==> config.mk <==
export PLATFORM = sky130hd
export DESIGN_NAME = move_scheduler
export DESIGN_NICKNAME = d
export VERILOG_FILES = /design/src/rtl/game_pkg.sv /design/src/rtl/tick_gen.sv /design/src/rtl/move_scheduler.sv
export SDC_FILE = /design/constraint.sdc
export NUM_CORES = 1
export LEC_CHECK = 0
export BUFFER_PORTS_ARGS = -buffer_cell sky130_fd_sc_hd__buf_2
export CAP_MARGIN = 0
export CORE_MARGIN = 2
export CORE_UTILIZATION = 57
export DETAILED_ROUTE_END_ITERATION = 10
export PLACE_DENSITY = 0.74
export SYNTH_ARGS = -nofsm -noshare
export SYNTH_HDL_FRONTEND = slang
export SYNTH_SLANG_ARGS = --single-unit
==> constraint.sdc <==
create_clock -name clk -period 2.2 [get_ports clk]
set_input_delay 0.22 -clock clk [delete_from_list [all_inputs] [get_ports clk]]
set_output_delay 0.22 -clock clk [all_outputs]
set_load 0.05 [all_outputs]
==> src/rtl/game_pkg.sv <==
// Shared types and helpers for the light-cycle game.
// Direction encoding, player key maps and the scheduler states.
package game_pkg;

    typedef enum logic [2:0] {
        WAIT  = 3'd0,
        UP    = 3'd1,
        DOWN  = 3'd2,
        LEFT  = 3'd3,
        RIGHT = 3'd4
    } directions;

    typedef enum logic [1:0] {
        IDLE = 2'd0,
        RUN  = 2'd1,
        HALT = 2'd2
    } sched_state_t;

    // Player 1: W/S/A/D make codes (PS/2 set 2)
    localparam logic [7:0] P1_KEY_UP    = 8'h1D;
    localparam logic [7:0] P1_KEY_DOWN  = 8'h1B;
    localparam logic [7:0] P1_KEY_LEFT  = 8'h1C;
    localparam logic [7:0] P1_KEY_RIGHT = 8'h23;

    // Player 2: arrow-key make codes (E0-prefixed in the stream)
    localparam logic [7:0] P2_KEY_UP    = 8'h75;
    localparam logic [7:0] P2_KEY_DOWN  = 8'h72;
    localparam logic [7:0] P2_KEY_LEFT  = 8'h6B;
    localparam logic [7:0] P2_KEY_RIGHT = 8'h74;

    // Reverse of a heading; WAIT has no reverse
    function automatic directions opposite(input directions d);
        directions r;
        r = WAIT;
        unique case (d)
            UP:      r = DOWN;
            DOWN:    r = UP;
            LEFT:    r = RIGHT;
            RIGHT:   r = LEFT;
            default: r = WAIT;
        endcase
        return r;
    endfunction

endpackage

==> src/rtl/tick_gen.sv <==
// Movement tick counter: counts 0..TICK_CYCLES-1 while enabled.
// tc marks the last cycle of each window; clr parks it at zero.
module tick_gen #(
    parameter int TICK_CYCLES = 6_500_000
) (
    input  logic clk,
    input  logic rst,
    input  logic clr,
    input  logic en,
    output logic tc
);

    localparam int W = $clog2(TICK_CYCLES);
    localparam logic [W-1:0] LAST = W'(TICK_CYCLES - 1);

    logic [W-1:0] cnt_q;
    logic [W-1:0] cnt_d;

    // Next count: clear wins, else wrap at the last cycle
    always_comb begin
        cnt_d = cnt_q;
        if (clr) begin
            cnt_d = '0;
        end else if (en) begin
            cnt_d = (cnt_q == LAST) ? '0 : cnt_q + W'(1);
        end
    end

    // Counter register
    always_ff @(posedge clk) begin
        if (rst) begin
            cnt_q <= '0;
        end else begin
            cnt_q <= cnt_d;
        end
    end

    assign tc = en & (cnt_q == LAST);

endmodule

==> src/rtl/move_scheduler.sv <==
// Turns key events into one-clock movement commands per tick.
// Enforces forward motion, no reversal and freeze on collision.
module move_scheduler
    import game_pkg::*;
#(
    parameter int         TICK_CYCLES = 6_500_000,
    parameter logic [7:0] KEY_UP      = P1_KEY_UP,
    parameter logic [7:0] KEY_DOWN    = P1_KEY_DOWN,
    parameter logic [7:0] KEY_LEFT    = P1_KEY_LEFT,
    parameter logic [7:0] KEY_RIGHT   = P1_KEY_RIGHT,
    parameter directions  INIT_DIR    = RIGHT
) (
    input  logic       clk,
    input  logic       rst,
    input  logic       key_valid,
    input  logic [7:0] key_code,
    input  logic       key_break,
    input  logic       game_active,
    input  logic       collision,
    output directions  direction,
    output directions  heading,
    output logic       step,
    output logic       halted
);

    sched_state_t state_q, state_d;
    directions    heading_q, heading_d;
    directions    pend_dir_q, pend_dir_d;
    logic         pend_v_q, pend_v_d;
    directions    dir_q, dir_d;
    logic         step_q, step_d;

    directions    req_dir;
    directions    new_head;
    logic         accept;
    logic         tc;
    logic         cnt_clr;
    logic         cnt_en;

    assign cnt_clr = (state_q == IDLE);
    assign cnt_en  = (state_q == RUN);

    tick_gen #(
        .TICK_CYCLES(TICK_CYCLES)
    ) u_tick (
        .clk(clk),
        .rst(rst),
        .clr(cnt_clr),
        .en (cnt_en),
        .tc (tc)
    );

    // Map a make code onto a direction; anything else is no request
    always_comb begin
        req_dir = WAIT;
        if (key_valid && !key_break) begin
            unique case (1'b1)
                (key_code == KEY_UP):    req_dir = UP;
                (key_code == KEY_DOWN):  req_dir = DOWN;
                (key_code == KEY_LEFT):  req_dir = LEFT;
                (key_code == KEY_RIGHT): req_dir = RIGHT;
                default:                 req_dir = WAIT;
            endcase
        end
    end

    // Reversal is judged against the committed heading, not pending
    assign accept = (req_dir != WAIT) &&
                    (req_dir != opposite(heading_q));

    // Next state, pending request and registered step outputs
    always_comb begin
        state_d    = state_q;
        heading_d  = heading_q;
        pend_dir_d = pend_dir_q;
        pend_v_d   = pend_v_q;
        dir_d      = WAIT;
        step_d     = 1'b0;
        new_head   = heading_q;
        if (accept) begin
            new_head = req_dir;
        end else if (pend_v_q) begin
            new_head = pend_dir_q;
        end
        unique case (state_q)
            IDLE: begin
                heading_d = INIT_DIR;
                pend_v_d  = 1'b0;
                if (game_active) begin
                    state_d = RUN;
                end
            end
            RUN: begin
                if (!game_active) begin
                    state_d   = IDLE;
                    heading_d = INIT_DIR;
                    pend_v_d  = 1'b0;
                end else if (collision) begin
                    state_d = HALT;
                end else if (tc) begin
                    heading_d = new_head;
                    pend_v_d  = 1'b0;
                    dir_d     = new_head;
                    step_d    = 1'b1;
                end else if (accept) begin
                    pend_dir_d = req_dir;
                    pend_v_d   = 1'b1;
                end
            end
            HALT: begin
                if (!game_active) begin
                    state_d   = IDLE;
                    heading_d = INIT_DIR;
                    pend_v_d  = 1'b0;
                end
            end
            default: begin
                state_d   = IDLE;
                heading_d = INIT_DIR;
                pend_v_d  = 1'b0;
            end
        endcase
    end

    // State and output registers
    always_ff @(posedge clk) begin
        if (rst) begin
            state_q    <= IDLE;
            heading_q  <= INIT_DIR;
            pend_dir_q <= WAIT;
            pend_v_q   <= 1'b0;
            dir_q      <= WAIT;
            step_q     <= 1'b0;
        end else begin
            state_q    <= state_d;
            heading_q  <= heading_d;
            pend_dir_q <= pend_dir_d;
            pend_v_q   <= pend_v_d;
            dir_q      <= dir_d;
            step_q     <= step_d;
        end
    end

    assign direction = dir_q;
    assign heading   = heading_q;
    assign step      = step_q;
    assign halted    = (state_q == HALT);

endmodule

==> results.cfg <==
[status]
status = completed

[layout]
syn_to_final_growth_pct = 13.3
final_cell_mix = dfxtp_1, nor2_1, buf_2, nand3_1, nand2_1
drive_above_1_share = 0.175
final_cell_area_mm2 = 0.00212
fin_cells = 296
fin_nets = 266
layout_commonest_cell = dfxtp_1
fill_cells = 262
antennaDiodeCount = 0

[floorplanning]
rows = 20
fp.dieArea_mm2 = 0.00376
start_util = 0.608
io_pins = 22
die_w_um = 61.3
die_h_um = 61.3
core_mm2 = 0.00308

[synthesis]
synth_top_cell_by_area = dfxtp_1
synthTopCellsByArea = dfxtp_1, nor2_1, xor2_1, nand3_1, xnor2_1
ys_seq_area_frac = 0.385
synth_flop_cell = dfxtp_1
async_flop_share = 0
yosys.area_share.xor_xnor = 0.103
syn_nets = 238
syn_avg_cell_area_um2 = 8.39
yosys_warnings = 0
synth_fa_ha_area_frac = 0.00668
synth_top_area_frac = 0.385
synthSimpleGateAreaFrac = 0.328
synth_cells = 223
synth_top_family_by_area = simple AND/OR/NAND/NOR gates
synth_area_mm2 = 0.00187
synth_mux_area_frac = 0.0167
yosys_register_bits = 36
ys_types = 48
synth_compound_area_frac = 0.129
synth_edf_count = 0

[clock_tree]
insertion_delay_ns = 0.34
cts.sinks = 36
numCtsBuffers = 5
clk_pin_slew_ns = 0.11
post-cts-setup-buffer-count = 0
root_buffer = clkbuf_4
ctsLongestPathBuffers = 2
cts_max_level = 2
cts_tree = yes

[detailed_routing]
first_iter_violations = 142
antenna_left = 0
totalWireLength_um = 4000
wl_per_cell_um = 13.5
post-route-drc-count = 0
drt-pass1-iter-count = 4
vias_per_cell = 5.77
vias = 1709

[timing]
tns_ns = 0
hold_viol_final = 0
drv_slew = 0
fin_crit_sh = 0.955
finClkSkew_ns = 0.00994
finalWorstSetupSlack_ns = 0.0992
max_freq_ghz = 0.476
fin_crit_ns = 2.10
worstMarginPinSlew_ns = 0.542
holdWs_ns = 0.144
setup_viol = 0
slew_headroom = 0.638

[grt]
grt_pass1_vias = 1576
grt.total_usage = 0.238
antenna_found_initial = 0
grt-ovfl-total = 0
grt_max_degree = 13
grt_pass1_wl_um = 6600

[setup_path]
endpoint_kind = register
crit_required_ns = 2.44
arrival_ns = 2.34
cp-start-kind = register
worstSetupPathType = reg2reg
cp_max_fo = 12

[placement]
port_buffers = 21
post-place-ws_ns = 0.0129
gp_congestion = 0.905
post-place-cells = 288
placed_area_mm2 = 0.00204
place_hpwl_um = 3000

[min_path]
min_path_type = in2reg

[power_and_ir_drop]
vdd_drop_max_uv = 411
power_density_mw_per_mm2 = 512
p_leak_nw = 0.750

[flow_run]
cap_violations = 0
critical path, stage by stage (launching register included):
cell and delay [ns]:
dfxtp_1 0.37, nor4b_1 0.36, nand4_1 0.21, or4_4 0.62
o21bai_2 0.17, buf_4 0.20, nor2_1 0.07
logic make-up (layout without fill, tap and decap cells):
kind of cell,Yosys count,in the layout
adders and majority gates,1,1
and+or+nand+nor,113,113
xor gates and xnor gates,22,22
muxes,3,3
DFF,36,36
AOI/OAI and AO/OA,35,35
buffers and inverters,13,42
per-stage QoR:
step	util	power (W)
after floorplan	-	0.000705
after global placement	0.664	0.000725
after detailed placement	0.664	0.000728
after CTS	0.685	0.00110
after global routing	0.689	0.00113
final	0.689	0.00109
cells in the mapped netlist (all sizes together), types with 2 or more instances:
master,count
a211oi,2
a21oi,10
a31oi,2
and3,4
and3b,2
buf,3
clkbuf,3
dfxtp,36
inv,7
mux2i,2
nand2,15
nand2b,3
nand3,17
nand3b,3
nand4,7
nor2,35
nor2b,3
nor3,2
nor3b,4
nor4,4
nor4b,3
o21ai,7
o21bai,2
o2bb2ai,2
or3,7
xnor2,8
xor2,14
routing by layer:
metal,vias up,wire length (um),GRT usage
li1,848,-,-
met1,788,1620,0.249
met2,57,2080,0.433
met3,16,178,0.0651
met4,0,127,0.124
met5,-,0,0
sequential cells by signal, indices dropped and copies added, names as in the netlist:
signal,flops
u_tick.cnt_q,23
direction,3
step,1
pend_dir_q,3
pend_v_q,1
heading,3
state_q,2
layout make-up:
cell class,count,area [um^2],share of cell area
Multi-Input combinational cell,174,1110,0.522
Timing Repair Buffer,27,150,0.0708
Clock inverter,1,7.51,0.00354
Inverter,7,26.3,0.0124
Clock buffer,7,55.1,0.0260
Tap cell,44,55.1,0.0260
Sequential cell,36,721,0.340
where the power goes:
part / leakage (nW) / internal [W] / switching, W
sequential: 0.290 / 0.000653 / 0.00000216
combinational: 0.429 / 0.0000250 / 0.0000338
clock: 0.0315 / 0.000156 / 0.000216
final timing paths:
| check | from | endpoint | slack, ns | cells past startpoint |
|---|---|---|---|---|
| hold reg to reg | u_tick.cnt_q[1] | u_tick.cnt_q[1] | 0.49 | 2 |
| hold / removal | rst | pend_dir_q[1] | 0.14 | 2 |
| setup / recovery | u_tick.cnt_q[14] | u_tick.cnt_q[0] | 0.1 | 6 |
| setup reg to reg | u_tick.cnt_q[14] | u_tick.cnt_q[0] | 0.1 | 6 |
repair_timing:
item / CTS / global route
setup endpoints to repair: 0 / 21
resized for setup: 0 / 3
hold buffers: 0 / 0
Note: power is estimated with default switching activity, not from simulation.
